`config.mk`:
```
export PLATFORM = sky130hd
export DESIGN_NAME = wb_spi_sram
export DESIGN_NICKNAME = d
export VERILOG_FILES = /design/src/rtl/wb_spi_sram.sv
export SDC_FILE = /design/constraint.sdc
export NUM_CORES = 1
export LEC_CHECK = 0
export CAP_MARGIN = 25
export CORE_MARGIN = 10
export CORE_UTILIZATION = 35
export CTS_CLUSTER_DIAMETER = 50
export DETAILED_ROUTE_END_ITERATION = 10
export PLACE_DENSITY = 0.67
export SYNTH_ARGS = -nofsm -noshare
export SYNTH_HDL_FRONTEND = slang
export SYNTH_SLANG_ARGS = --single-unit
```
`constraint.sdc`:
```
create_clock -name clk_i -period 3.2 [get_ports clk_i]
set_input_delay 0.48 -clock clk_i [delete_from_list [all_inputs] [get_ports clk_i]]
set_output_delay 0.48 -clock clk_i [all_outputs]
set_load 0.01 [all_outputs]
```
`src/rtl/wb_spi_sram.sv`:
```
// Wishbone classic slave that runs one SPI mode-0 frame per single-beat access against a
// 23LC1024-class serial SRAM. Define WB_SPI_SRAM_ERR_EN to reject addresses >= MEM_BYTES.
module wb_spi_sram #(
  parameter int unsigned ADDR_WIDTH = 24,
  parameter int unsigned DATA_WIDTH = 8,
  parameter int unsigned SEL_WIDTH  = DATA_WIDTH / 8,
  parameter int unsigned CLK_DIV    = 1,
  parameter int unsigned MEM_BYTES  = 131072
) (
  input  logic                  clk_i,
  input  logic                  rst_i,
  input  logic                  wb_cyc_i,
  input  logic                  wb_stb_i,
  input  logic [ADDR_WIDTH-1:0] wb_adr_i,
  input  logic                  wb_we_i,
  input  logic [SEL_WIDTH-1:0]  wb_sel_i,
  input  logic [DATA_WIDTH-1:0] wb_dat_i,
  output logic                  wb_ack_o,
  output logic                  wb_err_o,
  output logic                  wb_rty_o,
  output logic [DATA_WIDTH-1:0] wb_dat_o,
  output logic                  spi_sck_o,
  output logic                  spi_cs_n_o,
  output logic                  spi_mosi_o,
  input  logic                  spi_miso_i
);

  localparam int unsigned FRAME_BITS = 40;
  localparam int unsigned BIT_CNT_W  = 6;
  localparam int unsigned DIV_W      = (CLK_DIV > 1) ? $clog2(CLK_DIV) : 1;

  typedef enum logic [1:0] {IDLE, SHIFT, DONE} state_t;

  state_t                  state_q, state_d;
  logic [FRAME_BITS-1:0]   frame_q, frame_d;
  logic [7:0]              rx_q, rx_d;
  logic [BIT_CNT_W-1:0]    bit_cnt_q, bit_cnt_d;
  logic [DIV_W-1:0]        div_cnt_q, div_cnt_d;
  logic                    we_q, we_d;
  logic                    lost_q, lost_d;
  logic                    sck_q, sck_d;
  logic                    cs_n_q, cs_n_d;
  logic                    mosi_q, mosi_d;
  logic                    ack_q, ack_d;
  logic                    err_q, err_d;
  logic [DATA_WIDTH-1:0]   dat_q, dat_d;

  logic [23:0]             req_addr;
  logic [FRAME_BITS-1:0]   req_frame;
  logic                    addr_bad;

  // Command, zero-extended address and write byte (0x00 filler on reads)
  assign req_addr  = 24'(wb_adr_i);
  assign req_frame = {(wb_we_i ? 8'h02 : 8'h03), req_addr, (wb_we_i ? 8'(wb_dat_i) : 8'h00)};

`ifdef WB_SPI_SRAM_ERR_EN
  assign addr_bad = 32'(req_addr) >= 32'(MEM_BYTES);
`else
  logic unused_mem_bytes;
  assign addr_bad         = 1'b0;
  assign unused_mem_bytes = ^32'(MEM_BYTES);
`endif

  // Next-state and next-output logic
  always_comb begin
    state_d   = state_q;
    frame_d   = frame_q;
    rx_d      = rx_q;
    bit_cnt_d = bit_cnt_q;
    div_cnt_d = div_cnt_q;
    we_d      = we_q;
    lost_d    = lost_q;
    sck_d     = sck_q;
    cs_n_d    = cs_n_q;
    mosi_d    = mosi_q;
    ack_d     = 1'b0;
    err_d     = 1'b0;
    dat_d     = dat_q;

    case (state_q)
      IDLE: begin
        if (wb_cyc_i && wb_stb_i) begin
          we_d      = wb_we_i;
          lost_d    = 1'b0;
          bit_cnt_d = '0;
          div_cnt_d = '0;
          frame_d   = req_frame;
          if (addr_bad) begin
            state_d = DONE;
            err_d   = 1'b1;
          end else if (wb_we_i && (wb_sel_i == '0)) begin
            state_d = DONE;
            ack_d   = 1'b1;
          end else begin
            state_d = SHIFT;
            cs_n_d  = 1'b0;
            mosi_d  = req_frame[FRAME_BITS-1];
          end
        end
      end

      SHIFT: begin
        // An abandoned cycle still finishes on the pins but is never acknowledged
        if (!wb_cyc_i) lost_d = 1'b1;
        if (div_cnt_q == DIV_W'(CLK_DIV - 1)) begin
          div_cnt_d = '0;
          if (!sck_q) begin
            sck_d = 1'b1;
            rx_d  = {rx_q[6:0], spi_miso_i};
          end else begin
            sck_d = 1'b0;
            if (bit_cnt_q == BIT_CNT_W'(FRAME_BITS - 1)) begin
              state_d = DONE;
              cs_n_d  = 1'b1;
              mosi_d  = 1'b0;
              ack_d   = wb_cyc_i && !lost_q;
              if (!we_q) dat_d = DATA_WIDTH'(rx_q);
            end else begin
              bit_cnt_d = bit_cnt_q + BIT_CNT_W'(1);
              frame_d   = {frame_q[FRAME_BITS-2:0], 1'b0};
              mosi_d    = frame_q[FRAME_BITS-2];
            end
          end
        end else begin
          div_cnt_d = div_cnt_q + DIV_W'(1);
        end
      end

      DONE: state_d = IDLE;

      default: state_d = IDLE;
    endcase
  end

  // State and output registers
  always_ff @(posedge clk_i) begin
    if (rst_i) begin
      state_q   <= IDLE;
      frame_q   <= '0;
      rx_q      <= '0;
      bit_cnt_q <= '0;
      div_cnt_q <= '0;
      we_q      <= 1'b0;
      lost_q    <= 1'b0;
      sck_q     <= 1'b0;
      cs_n_q    <= 1'b1;
      mosi_q    <= 1'b0;
      ack_q     <= 1'b0;
      err_q     <= 1'b0;
      dat_q     <= '0;
    end else begin
      state_q   <= state_d;
      frame_q   <= frame_d;
      rx_q      <= rx_d;
      bit_cnt_q <= bit_cnt_d;
      div_cnt_q <= div_cnt_d;
      we_q      <= we_d;
      lost_q    <= lost_d;
      sck_q     <= sck_d;
      cs_n_q    <= cs_n_d;
      mosi_q    <= mosi_d;
      ack_q     <= ack_d;
      err_q     <= err_d;
      dat_q     <= dat_d;
    end
  end

  assign wb_ack_o   = ack_q;
  assign wb_err_o   = err_q;
  assign wb_rty_o   = 1'b0;
  assign wb_dat_o   = dat_q;
  assign spi_sck_o  = sck_q;
  assign spi_cs_n_o = cs_n_q;
  assign spi_mosi_o = mosi_q;

endmodule

```
### After elaboration in Yosys (flattened, before gate mapping)

Cells that the tools add are included.
Widths: inputs -> output; s select.

* bits in registers: 70
* latch bits: 0
* bits in writable memories: 0
* ROM bits: 0
* bits of input ports: 39
* memories: 0

* $add $sub $neg: 2
* $mul: 0
* divide/modulo/power cells: 0
* order comparisons: 0
* eq/ne operators: 9
* shift-type cells: 0
* multiplexer cells: 42
* bitwise operators: 4
* reduce and logical (&&, ||, !) cells: 16

Operator list (number)
* $mux 39: 4
* $pmux 39 s2: 1
* $mux 6: 4
* $mux 1: 20
* $reduce_and 5->1: 3
* $ne 2x2->1 const B: 7
* $pmux 6 s2: 1
* $mux 2: 5
* $pmux 1 s2: 5
* $mux 8: 1
* $add 6x1->6 const B: 1
* $eq 6x6->1 const B: 1
* $reduce_and 2->1: 3
* $reduce_and 3->1: 2
* $reduce_and 6->1: 1
* $not 1->1: 4
* $pmux 2 s2: 1
* $reduce_and 4->1: 1
* $logic_and 1x1->1: 3
* $eq 2x1->1 const B: 1
* $logic_not 2->1: 1
* $reduce_bool 2->1: 1
* $add 1x1->1 const B: 1
* $logic_not 1->1: 1

### Longest topological paths before layout

Gate-level depths: netlist of run 1.

* depth in word-level cells: 6
* gate-level depth with buffers: 8
* depth with buffers taken out: 5

### Least setup slack after synthesis of run 1

Ideal clock, no wire load.

* path type: flip-flop to flip-flop
* from: reg bit_cnt_q[0]
* to: reg bit_cnt_q[5]
* setup time: 0.118 ns
* arrival time: 1.517 ns
* required time: 3.082 ns
* setup slack: 1.564 ns
* stages on the path, launching flop included: 7
* path buffers: 1
* cells stage by stage: dfxtp_1 ha_1 clkbuf_1 and2_1 o2bb2ai_1 or3_1 mux2i_1

* longest elaborated chain between the ends: 5
* elaborated cells on any way between the ends: 8

RTL lines
* start: declaration: line 37 `logic [BIT_CNT_W-1:0] bit_cnt_q, bit_cnt_d;`
* start signal: assignment: line 155 `bit_cnt_q <= bit_cnt_d;`
* $add 6x1->6: line 119 `bit_cnt_d = bit_cnt_q + BIT_CNT_W'(1);`
* $mux 6: line 112 `if (bit_cnt_q == BIT_CNT_W'(FRAME_BITS - 1)) begin`
* $mux 6: line 107 `if (!sck_q) begin`
* $mux 6: line 105 `if (div_cnt_q == DIV_W'(CLK_DIV - 1)) begin`
* $pmux 6 s2: line 80 `case (state_q)`

Several ways; a longest one is shown, not always the timed one. The select of a mux whose other input is x is not followed.
A chain may end at the register's enable or synchronous reset.

### Final worst setup path of run 1

* from: in wb_we_i
* to: reg cs_n_q, in the netlist spi_cs_n_o

* longest elaborated chain between the ends: 3

RTL lines
* start: declaration: line 15 `input logic wb_we_i,`
* $logic_and 1x1->1: line 91 `end else if (wb_we_i && (wb_sel_i == '0)) begin`
* $ne 2x2->1 (no source line)
* $reduce_and 6->1 (no source line)
* end signal: assignment: line 160 `cs_n_q <= cs_n_d;`
* end: declaration: line 42 `logic cs_n_q, cs_n_d;`

No other way between the ends.

==> run_results.csv, run 1 <==
group,metric,value,unit
synth,synth-edff-count,0,
grt,grt_pass1_wl,11530,um
sta,setup_viol,0,
worst_setup_path,crit_type,"primary input to flop",
sta,fin_crit,2.226,ns
sta,hold_viol,0,
route,vias,2568,
clock_tree,clock-root-buffer,"clkbuf_8",
worst_setup_path,rrSetupSlack,1.10,ns
cells_and_area,antenna_cells,0,
floorplan,coreArea,8258,sq um
worst_setup_path,path_cells,"clkdlybuf4s50_1 -> nor3b_1 -> a2111oi_0 -> a311oi_1 -> a21oi_1",
hold_path,whs_path_depth,2,
floorplan,dieArea,12660,sq um
grt,grt_max_degree,67,
cells_and_area,multi_input_area,1439,sq um
worst_setup_path,endpoint_kind,"flop",
hold_path,min_to,"frame_q[0]",
clock_tree,htree_levels,3,
worst_setup_path,max_stage_delay,0.78,ns
worst_setup_path,cp.arrival,2.50,ns
synth,synth_seq_cells,69,
sta,clock-skew-final,0.007448,ns
worst_setup_path,crit_path_start_kind,"primary input",
power_and_ir_drop,power_density,585.6,nW/um^2
route,dr.first_iter.drc_count,100,
clock_tree,cts_tree,"yes",
clock_tree,clockBufferDepth,2,
place,routabilityCongestion,0.7674,
worst_setup_path,worst-path-buf-inv,1,
cells_and_area,fillers,800,
flow_run,drv_cap,0,
synth,synth_cells,353,
worst_setup_path,reg2reg_to,"bit_cnt_q[5]",
cells_and_area,drive_gt1_share,9.184,%
sta,grt_setup_unrepaired,"false",
power_and_ir_drop,ir_drop,0.2752,mV
synth,ys_types,39,
hold_path,worstHoldPathType,"flop to flop",
clock_tree,post_cts_buffers,0,
cells_and_area,area_growth,26.32,%
synth,ys_seq_area_share,46.12,%
sta,tightest_slew,0.9782,ns
clock_tree,clock_sinks,69,
worst_setup_path,cp_max_fo,12,
clock_tree,cts_buffers,9,
route,dr.pass1.iters,4,
worst_setup_path,worst_r2r_startpoint,"state_q[0]",
clock_tree,clk_latency,0.34,ns
place,place_hpwl,4704,um
route,ant_nets,0,
floorplan,pin_count,53,
worst_setup_path,startpoint,"wb_we_i",
worst_setup_path,cpLargestDelayFamily,"compound AO/OA/AOI/OAI gates",
cells_and_area,fin_util,45.82,%
route,avgRoutedWirePerCell,13.79,um
sta,max_freq,449.2,MHz
synth,syn-cell-area,2995,sq um
place,port_buffers,50,
worst_setup_path,cp_slowest_cell,"a2111oi_0",
status,status,"completed",
clock_tree,clk_pin_slew,0.08,ns
floorplan,die_y,112.5,um
floorplan,die_w,112.5,um
clock_tree,cts_resized,0,
sta,finalCritPeriodShare,69.57,%
cells_and_area,seqCellArea,1381,sq um
cells_and_area,final_nets,427,
synth,ys.flop_type,"dfxtp_1",
grt,grt_overflow,0,
sta,slew_headroom,34.79,%
sta,slew_viol_final,0,
clock_tree,hold_buffers,0,
grt,grt_pass1_vias,2481,
worst_setup_path,cp_data_required_time,3.47,ns
power_and_ir_drop,total_power,2.216,mW
synth,yosys.area.top_type_share,46.12,%
route,drcViolationCount,0,
grt,antenna_found_initial,0,
route,via_per_inst,5.167,
worst_setup_path,worst_r2r_path_depth,4,
power_and_ir_drop,p_leak,1.375,nW
synth,yosysWarnings,0,
sta,fin_tns_setup,0,ns
floorplan,start_util,36.27,%
grt,grt_usage,10.67,%
synth,synth.avg_cell_area,8.485,sq um
synth,ys_async_sr_fraction,0,%
hold_path,hold_start,"frame_q[0]",
floorplan,fp-row-count,33,
route,drt-total-wl,6856,um
synth,synth_area_leaders,"dfxtp_1 46%, nand2_1 8.5%, nor2_1 7.3%, a311oi_1 6.4%, a311oi_2 5.0%",
sta,holdWs,0.4563,ns
synth,synth_area_leader_cell,"dfxtp_1",
-- cell usage after synthesis (2+ instances only) --
| cell type | number |
|---|---|
| dfxtp_1 | 69 |
| nor3_1 | 2 |
| a311oi_2 | 10 |
| nand2_1 | 68 |
| nand2b_1 | 2 |
| a22oi_1 | 6 |
| buf_2 | 7 |
| buf_6 | 2 |
| a21oi_1 | 19 |
| nor2_1 | 58 |
| nand3_1 | 10 |
| buf_4 | 6 |
| inv_1 | 2 |
| nor2b_1 | 3 |
| mux2i_1 | 11 |
| nand3b_1 | 2 |
| a311oi_1 | 22 |
| clkbuf_1 | 18 |
| or3_1 | 4 |
| o21ai_0 | 10 |
| nand4_1 | 4 |
-- layout by cell type, fill, tap and decap left out, types with 2 or more instances in the layout --
| master | instances |
|---|---|
| a22oi_1 | 6 |
| dfxtp_1 | 69 |
| nor3_1 | 2 |
| a21oi_1 | 19 |
| nand3b_1 | 2 |
| o21ai_0 | 10 |
| buf_4 | 5 |
| nor2_1 | 58 |
| clkbuf_8 | 10 |
| or3_1 | 4 |
| nand2b_1 | 2 |
| nand3_1 | 10 |
| nand4_1 | 4 |
| nor2b_1 | 2 |
| inv_1 | 2 |
| conb_1 | 2 |
| a311oi_2 | 10 |
| clkdlybuf4s50_1 | 49 |
| nand2_1 | 68 |
| mux2i_1 | 11 |
| a311oi_1 | 22 |
| bufinv_16 | 4 |
-- worst max-delay path by stage --
stage                         endpoint  slack [ns]  depth (start not counted)
final                       spi_cs_n_o        0.97                          5
after global routing        spi_mosi_o        0.80                          5
after CTS                 bit_cnt_q[5]        0.99                          5
after detailed placement  bit_cnt_q[5]        0.62                          5
after global placement      spi_mosi_o        0.74                          5
after floorplan           bit_cnt_q[5]        1.56                          6
-- routing by layer --
layer | wire length (um) | GRT usage, %
met1 | 3348 | 13.42
met2 | 3014 | 15.95
met3 | 442 | 4.526
met4 | 50 | 3.638
met5 | 0 | 0
-- worst min-delay path, stage by stage (launching register included) --
cell and delay (ns):
dfxtp_1 0.31, nand2_1 0.05, a21oi_1 0.05
-- through the flow --
stage / worst slack, ns / instance area, sq um / instances
floorplan: 1.565 / 2999 / 354
global placement: 0.7373 / 3512 / 481
detailed placement: 0.6207 / 3512 / 481
CTS: 0.9921 / 3784 / 497
global route: 0.7957 / 3784 / 497
finish: 0.9738 / 3784 / 497
-- cells by family (layout without fill, tap and decap cells) --
family	after synthesis	after routing	synth area share, %
compound gates	74	74	20.30
fa+ha+maj	1	1	0.4176
buf+inv	36	74	6.056
flops	69	69	46.12
mux	11	11	3.676
other cells	1	2	0.1252
simple gates	161	161	23.31
-- state kept, by name (all words and copies together) (netlist names) --
| signal | flops |
|---|---|
| lost_q | 1 |
| wb_ack_o | 1 |
| state_q | 2 |
| rx_q | 8 |
| frame_q | 39 |
| spi_cs_n_o | 1 |
| spi_mosi_o | 1 |
| wb_dat_o | 8 |
| spi_sck_o | 1 |
| we_q | 1 |
| bit_cnt_q | 6 |
-- cell type report --
| class | count | share of cell area (%) |
|---|---|---|
| flip-flops and latches | 69 | 36.51 |
| repair buffers | 56 | 14.62 |
| clock buffers | 10 | 3.638 |
| multi-input cells | 249 | 38.03 |
| clock inverters | 6 | 3.538 |
| inverters | 2 | 0.1984 |
| well taps | 105 | 3.472 |
-- report_power, final --
group          internal [mW]  switching, mW  total (mW)
Combinational          0.138          0.179       0.317
Clock                  0.618          0.327       0.945
Sequential             0.916         0.0377       0.954
Total                   1.67          0.544        2.22
(Power assumes the default switching activity.)
==> run 2, diff against run 1 <==
- clock period: 3.2 -> 2.22 ns (I/O delays scaled with it)
==> run 2 against run 1 <==
Cell count grew 2.4%. Clock power grew 16%. Global-route usage grew 0.30 points. Non-clock buffer count grew 12. Sequential cell count is the same. Wire length grew 1.9%. Worst setup slack lost 0.51 ns. Die area is the same. Sequential power grew 44%. Highest routed layer unchanged. Clock skew grew 0.0020 ns. Via count grew 2.1%.
==> run_results.csv, run 2 (synthesis results as in run 1) <==
group,metric,value,unit
sta,max_freq,567.9,MHz
cells_and_area,area_growth,27.82,%
route,avgRoutedWirePerCell,13.73,um
status,status,"completed",
cells_and_area,antenna_cells,0,
route,ant_nets,0,
worst_setup_path,cp.arrival,2.00,ns
floorplan,start_util,36.27,%
sta,hold_viol,0,
route,via_per_inst,5.151,
clock_tree,hold_buffers,0,
place,port_buffers,50,
sta,clock-skew-final,0.009441,ns
floorplan,coreArea,8258,sq um
cells_and_area,regMostFlops,"frame_q",
route,vias,2622,
floorplan,fp-row-count,33,
clock_tree,htree_levels,3,
grt,grt_pass1_wl,11870,um
cells_and_area,fillers,823,
clock_tree,post_cts_buffers,0,
sta,holdWs,0.3787,ns
route,drt-total-wl,6989,um
cells_and_area,final_nets,439,
power_and_ir_drop,p_comb_share,16.7,%
clock_tree,cts_tree,"yes",
sta,setup_viol,0,
clock_tree,clk_pin_slew,0.08,ns
grt,antenna_found_initial,0,
cells_and_area,final_common_cell,"dfxtp_1",
grt,grt_pass1_vias,2470,
sta,tightest_slew,0.5710,ns
route,dr.pass1.iters,4,
power_and_ir_drop,ir_drop,0.4369,mV
sta,finalCritPeriodShare,79.32,%
power_and_ir_drop,power.switching,0.7933,mW
flow_run,drv_cap,0,
route,dr.first_iter.drc_count,98,
power_and_ir_drop,p_leak,1.406,nW
worst_setup_path,crit_type,"flop to flop",
clock_tree,clock_sinks,69,
worst_setup_path,cp_max_fo,37,
sta,fin_crit,1.761,ns
worst_setup_path,endpoint_kind,"flop",
sta,worst_slack,0.4591,ns
sta,slew_headroom,61.79,%
power_and_ir_drop,power_density,773.9,nW/um^2
sta,fin_tns_setup,0,ns
power_and_ir_drop,p_seq_share,46.2,%
place,routabilityCongestion,0.7805,
cells_and_area,drive_gt1_share,11.88,%
sta,grt_setup_unrepaired,"false",
cells_and_area,final_cell_mix,"69 x dfxtp_1, 68 x nand2_1, 58 x nor2_1, 49 x clkdlybuf4s50_1, 22 x a311oi_1",
clock_tree,clk_latency,0.34,ns
grt,grt_usage,10.96,%
power_and_ir_drop,clock_power_share,37.1,%
clock_tree,clockBufferDepth,2,
power_and_ir_drop,switching_share,26.78,%
place,place_ws,0.1296,ns
clock_tree,cts_resized,0,
sta,slew_viol_final,0,
route,drcViolationCount,0,
worst_setup_path,cp_data_required_time,2.46,ns
clock_tree,cts_buffers,9,
worst_setup_path,crit_path_start_kind,"flop",
hold_path,worstHoldPathType,"primary input to flop",
clock_tree,clock-root-buffer,"clkbuf_8",
cells_and_area,largest_reg_flops,39,
floorplan,die_y,112.5,um
floorplan,pin_count,53,
grt,grt_max_degree,38,
power_and_ir_drop,p_int,2.170,mW
floorplan,die_w,112.5,um
grt,grt_overflow,0,
place,place_hpwl,4926,um
floorplan,dieArea,12660,sq um
## run 2: changes by cell type in the layout (fill, tap and decap cells not counted)
cell / previous run / this run
buf_12: 1 / 2
buf_4: 5 / 16
bufinv_16: 4 / 2
clkbuf_8: 10 / 9
clkinv_2: 1 / 3
clkinv_4: 1 / 0
clkinvlp_4: 0 / 2
## run 2: area by class of cell
| class | instances | area, sq um | share of cell area [%] |
|---|---|---|---|
| clock buffer | 9 | 123.9 | 3.235 |
| tap | 105 | 131.4 | 3.431 |
| clock inverter | 7 | 90.09 | 2.353 |
| multi-input combinational | 249 | 1439 | 37.58 |
| inverter | 2 | 7.507 | 0.1961 |
| timing repair buffer | 68 | 655.6 | 17.12 |
| sequential | 69 | 1381 | 36.08 |
## run 2: power by group through the flow
stage	combinational, mW	sequential, mW	clock [mW]
final	0.495	1.37	1.10
after CTS	0.499	1.37	1.13
after detailed placement	0.498	1.39	0
after global routing	0.554	1.38	1.19
after global placement	0.489	1.39	0
after floorplan	0.338	1.38	0
## run 2: layer usage
metal,GRT usage (%),vias up,routed length [um]
li1,-,1324,-
met1,14.16,1221,3392
met2,16.03,70,3036
met3,5.112,7,517
met4,2.792,0,42
met5,0,-,0
## run 2: critical path: stages, from the launching register on
cell and delay (ns):
dfxtp_1 0.49, and3b_1 0.35, a2bb2oi_4 0.25, buf_12 0.23, nor2_1 0.06, a311oi_1 0.27
## run 2: stage by stage
| stage | utilization, % | total power, mW | instance area [sq um] | instances |
|---|---|---|---|---|
| 6_report | 46.36 | 2.963 | 3829 | 509 |
| 5_1_grt | 46.36 | 3.120 | 3829 | 509 |
| 4_1_cts | 46.36 | 2.993 | 3829 | 509 |
| 3_5_place_dp | 43.77 | 1.893 | 3615 | 493 |
| 3_3_place_gp | 43.77 | 1.882 | 3615 | 493 |
| 2_1_floorplan | - | 1.721 | 2999 | 354 |
## run 2: path summary, 6_finish.rpt
check	start	endpoint	slack, ns	cells past startpoint
hold / removal	rst_i	state_q[0]	0.38	2
hold reg to reg	rx_q[0]	rx_q[1]	0.46	2
setup / recovery	state_q[0]	frame_q[9]	0.46	5
setup reg to reg	state_q[0]	frame_q[9]	0.46	5
==> run 3, diff against run 2 <==
- clock period: 2.22 -> 1.8 ns (I/O delays scaled with it)
==> run 3 against run 2 <==
Combinational power is 33% higher. Sequential cell count is the same. Die area unchanged. Clock skew decreased by 0.0023 ns. Via count grew 2.0%. Worst setup slack got worse by 0.35 ns. Design area is 3.3% higher. Clock power grew 41%. Cell count up 1.8%. Critical path type unchanged.
==> run_results.csv, run 3 (synthesis results as in run 1) <==
group,metric,value,unit
grt,grt_usage,11.55,%
sta,fin_crit,1.693,ns
route,dr.pass1.iters,4,
clock_tree,clock_sinks,69,
worst_setup_path,crit_type,"flop to flop",
cells_and_area,largest_reg_flops,39,
worst_setup_path,cp_data_required_time,2.07,ns
cells_and_area,area_growth,32.00,%
cells_and_area,instances_no_fill,518,
floorplan,fp-row-count,33,
sta,holdWs,0.2890,ns
sta,grt_setup_unrepaired,"true",
sta,finalCritPeriodShare,94.05,%
flow_run,drv_cap,0,
grt,grt_max_degree,54,
worst_setup_path,cpLargestDelayFamily,"simple AND/OR/NAND/NOR gates",
sta,hold_viol,0,
place,place_hpwl,5126,um
sta,worst_slack,0.1071,ns
sta,tightest_slew,0.5544,ns
floorplan,die_w,112.5,um
floorplan,dieArea,12660,sq um
grt,antenna_found_initial,0,
power_and_ir_drop,ir_drop,0.4498,mV
cells_and_area,fillers,799,
worst_setup_path,cp_max_fo,8,
cells_and_area,final_common_cell,"dfxtp_1",
worst_setup_path,worst-path-buf-inv,0,
power_and_ir_drop,p_leak,1.473,nW
cells_and_area,final_nets,448,
power_and_ir_drop,power_density,984.9,nW/um^2
clock_tree,clk_pin_slew,0.08,ns
clock_tree,clk_latency,0.35,ns
cells_and_area,multi_input_area,1439,sq um
cells_and_area,seqCellArea,1381,sq um
worst_setup_path,max_stage_delay,0.41,ns
sta,setup_viol,0,
place,placed_area,3707,sq um
status,status,"completed",
worst_setup_path,path_cells,"ha_1 -> and2_1 -> o2bb2ai_1 -> or3_1 -> a21oi_1",
worst_setup_path,endpoint_kind,"flop",
worst_setup_path,crit_path_start_kind,"flop",
floorplan,die_y,112.5,um
route,drcViolationCount,0,
clock_tree,hold_buffers,0,
clock_tree,post_cts_buffers,0,
route,ant_nets,0,
floorplan,pin_count,53,
place,place_ws,-0.1535,ns
route,via_per_inst,5.164,
sta,slew_headroom,62.90,%
grt,grt_pass1_wl,12480,um
cells_and_area,final_area,3954,sq um
route,dr.first_iter.drc_count,119,
clock_tree,cts_buffers,9,
route,drt-total-wl,7312,um
worst_setup_path,cp_slowest_cell,"or3_1",
sta,clock-skew-final,0.007140,ns
floorplan,coreArea,8258,sq um
route,avgRoutedWirePerCell,14.12,um
place,port_buffers,50,
route,vias,2675,
floorplan,start_util,36.27,%
place,routabilityCongestion,0.7778,
cells_and_area,antenna_cells,0,
place,place_inst,502,
clock_tree,cts_tree,"yes",
sta,slew_viol_final,0,
sta,max_freq,590.7,MHz
cells_and_area,drive_gt1_share,13.80,%
cells_and_area,regMostFlops,"frame_q",
worst_setup_path,cp.arrival,1.97,ns
grt,grt_overflow,0,
hold_path,worstHoldPathType,"primary input to flop",
grt,grt_pass1_vias,2672,
cells_and_area,final_cell_mix,"69 x dfxtp_1, 68 x nand2_1, 58 x nor2_1, 49 x clkdlybuf4s50_1, 23 x buf_4",
clock_tree,clockBufferDepth,2,
clock_tree,clock-root-buffer,"clkbuf_8",
clock_tree,htree_levels,3,
clock_tree,cts_resized,0,
==> run 3: cell types whose count changed in the layout (fill, tap and decap cells not counted), sizes merged <==
cell | previous run | this run
inv | 2 | 3
bufinv | 2 | 3
clkinv | 3 | 1
buf | 19 | 28
==> run 3: cell type report <==
type | count | share of cell area (%)
clock buffers | 9 | 3.133
clock inverters | 7 | 3.101
inverters | 2 | 0.1899
multi-input cells | 249 | 36.39
flip-flops and latches | 69 | 34.94
well taps | 105 | 3.323
repair buffers | 77 | 18.92
==> run 3: final timing paths <==
kind                              startpoint  slack (ns)  cells past startpoint           end
worst min-delay path                   rst_i        0.29                      2   frame_q[38]
worst min register to register       rx_q[0]        0.47                      2       rx_q[1]
worst max-delay path            bit_cnt_q[0]        0.11                      5  bit_cnt_q[3]
worst max register to register  bit_cnt_q[0]        0.11                      5  bit_cnt_q[3]
==> run 3: layer usage <==
layer | share of wire [%] | track usage, %
met2 | 46 | 18.77
met5 | 0 | 0
met3 | 6.1 | 4.207
met1 | 47 | 13.83
met4 | 1.1 | 3.723
==> run 3: through the flow <==
| stage | setup TNS (ns) | power [mW] | utilization (%) |
|---|---|---|---|
| floorplan | 0 | 2.123 | - |
| global placement | -3.471 | 2.360 | 44.89 |
| detailed placement | -4.658 | 2.378 | 44.89 |
| CTS | 0 | 3.926 | 47.88 |
| global route | -0.09257 | 4.071 | 47.88 |
| finish | 0 | 3.894 | 47.88 |
==> run 3: report_power, final <==
group          internal (mW)  switching (mW)
clock                  0.927           0.626
sequential              1.63          0.0546
combinational          0.309           0.350
total                   2.86            1.03
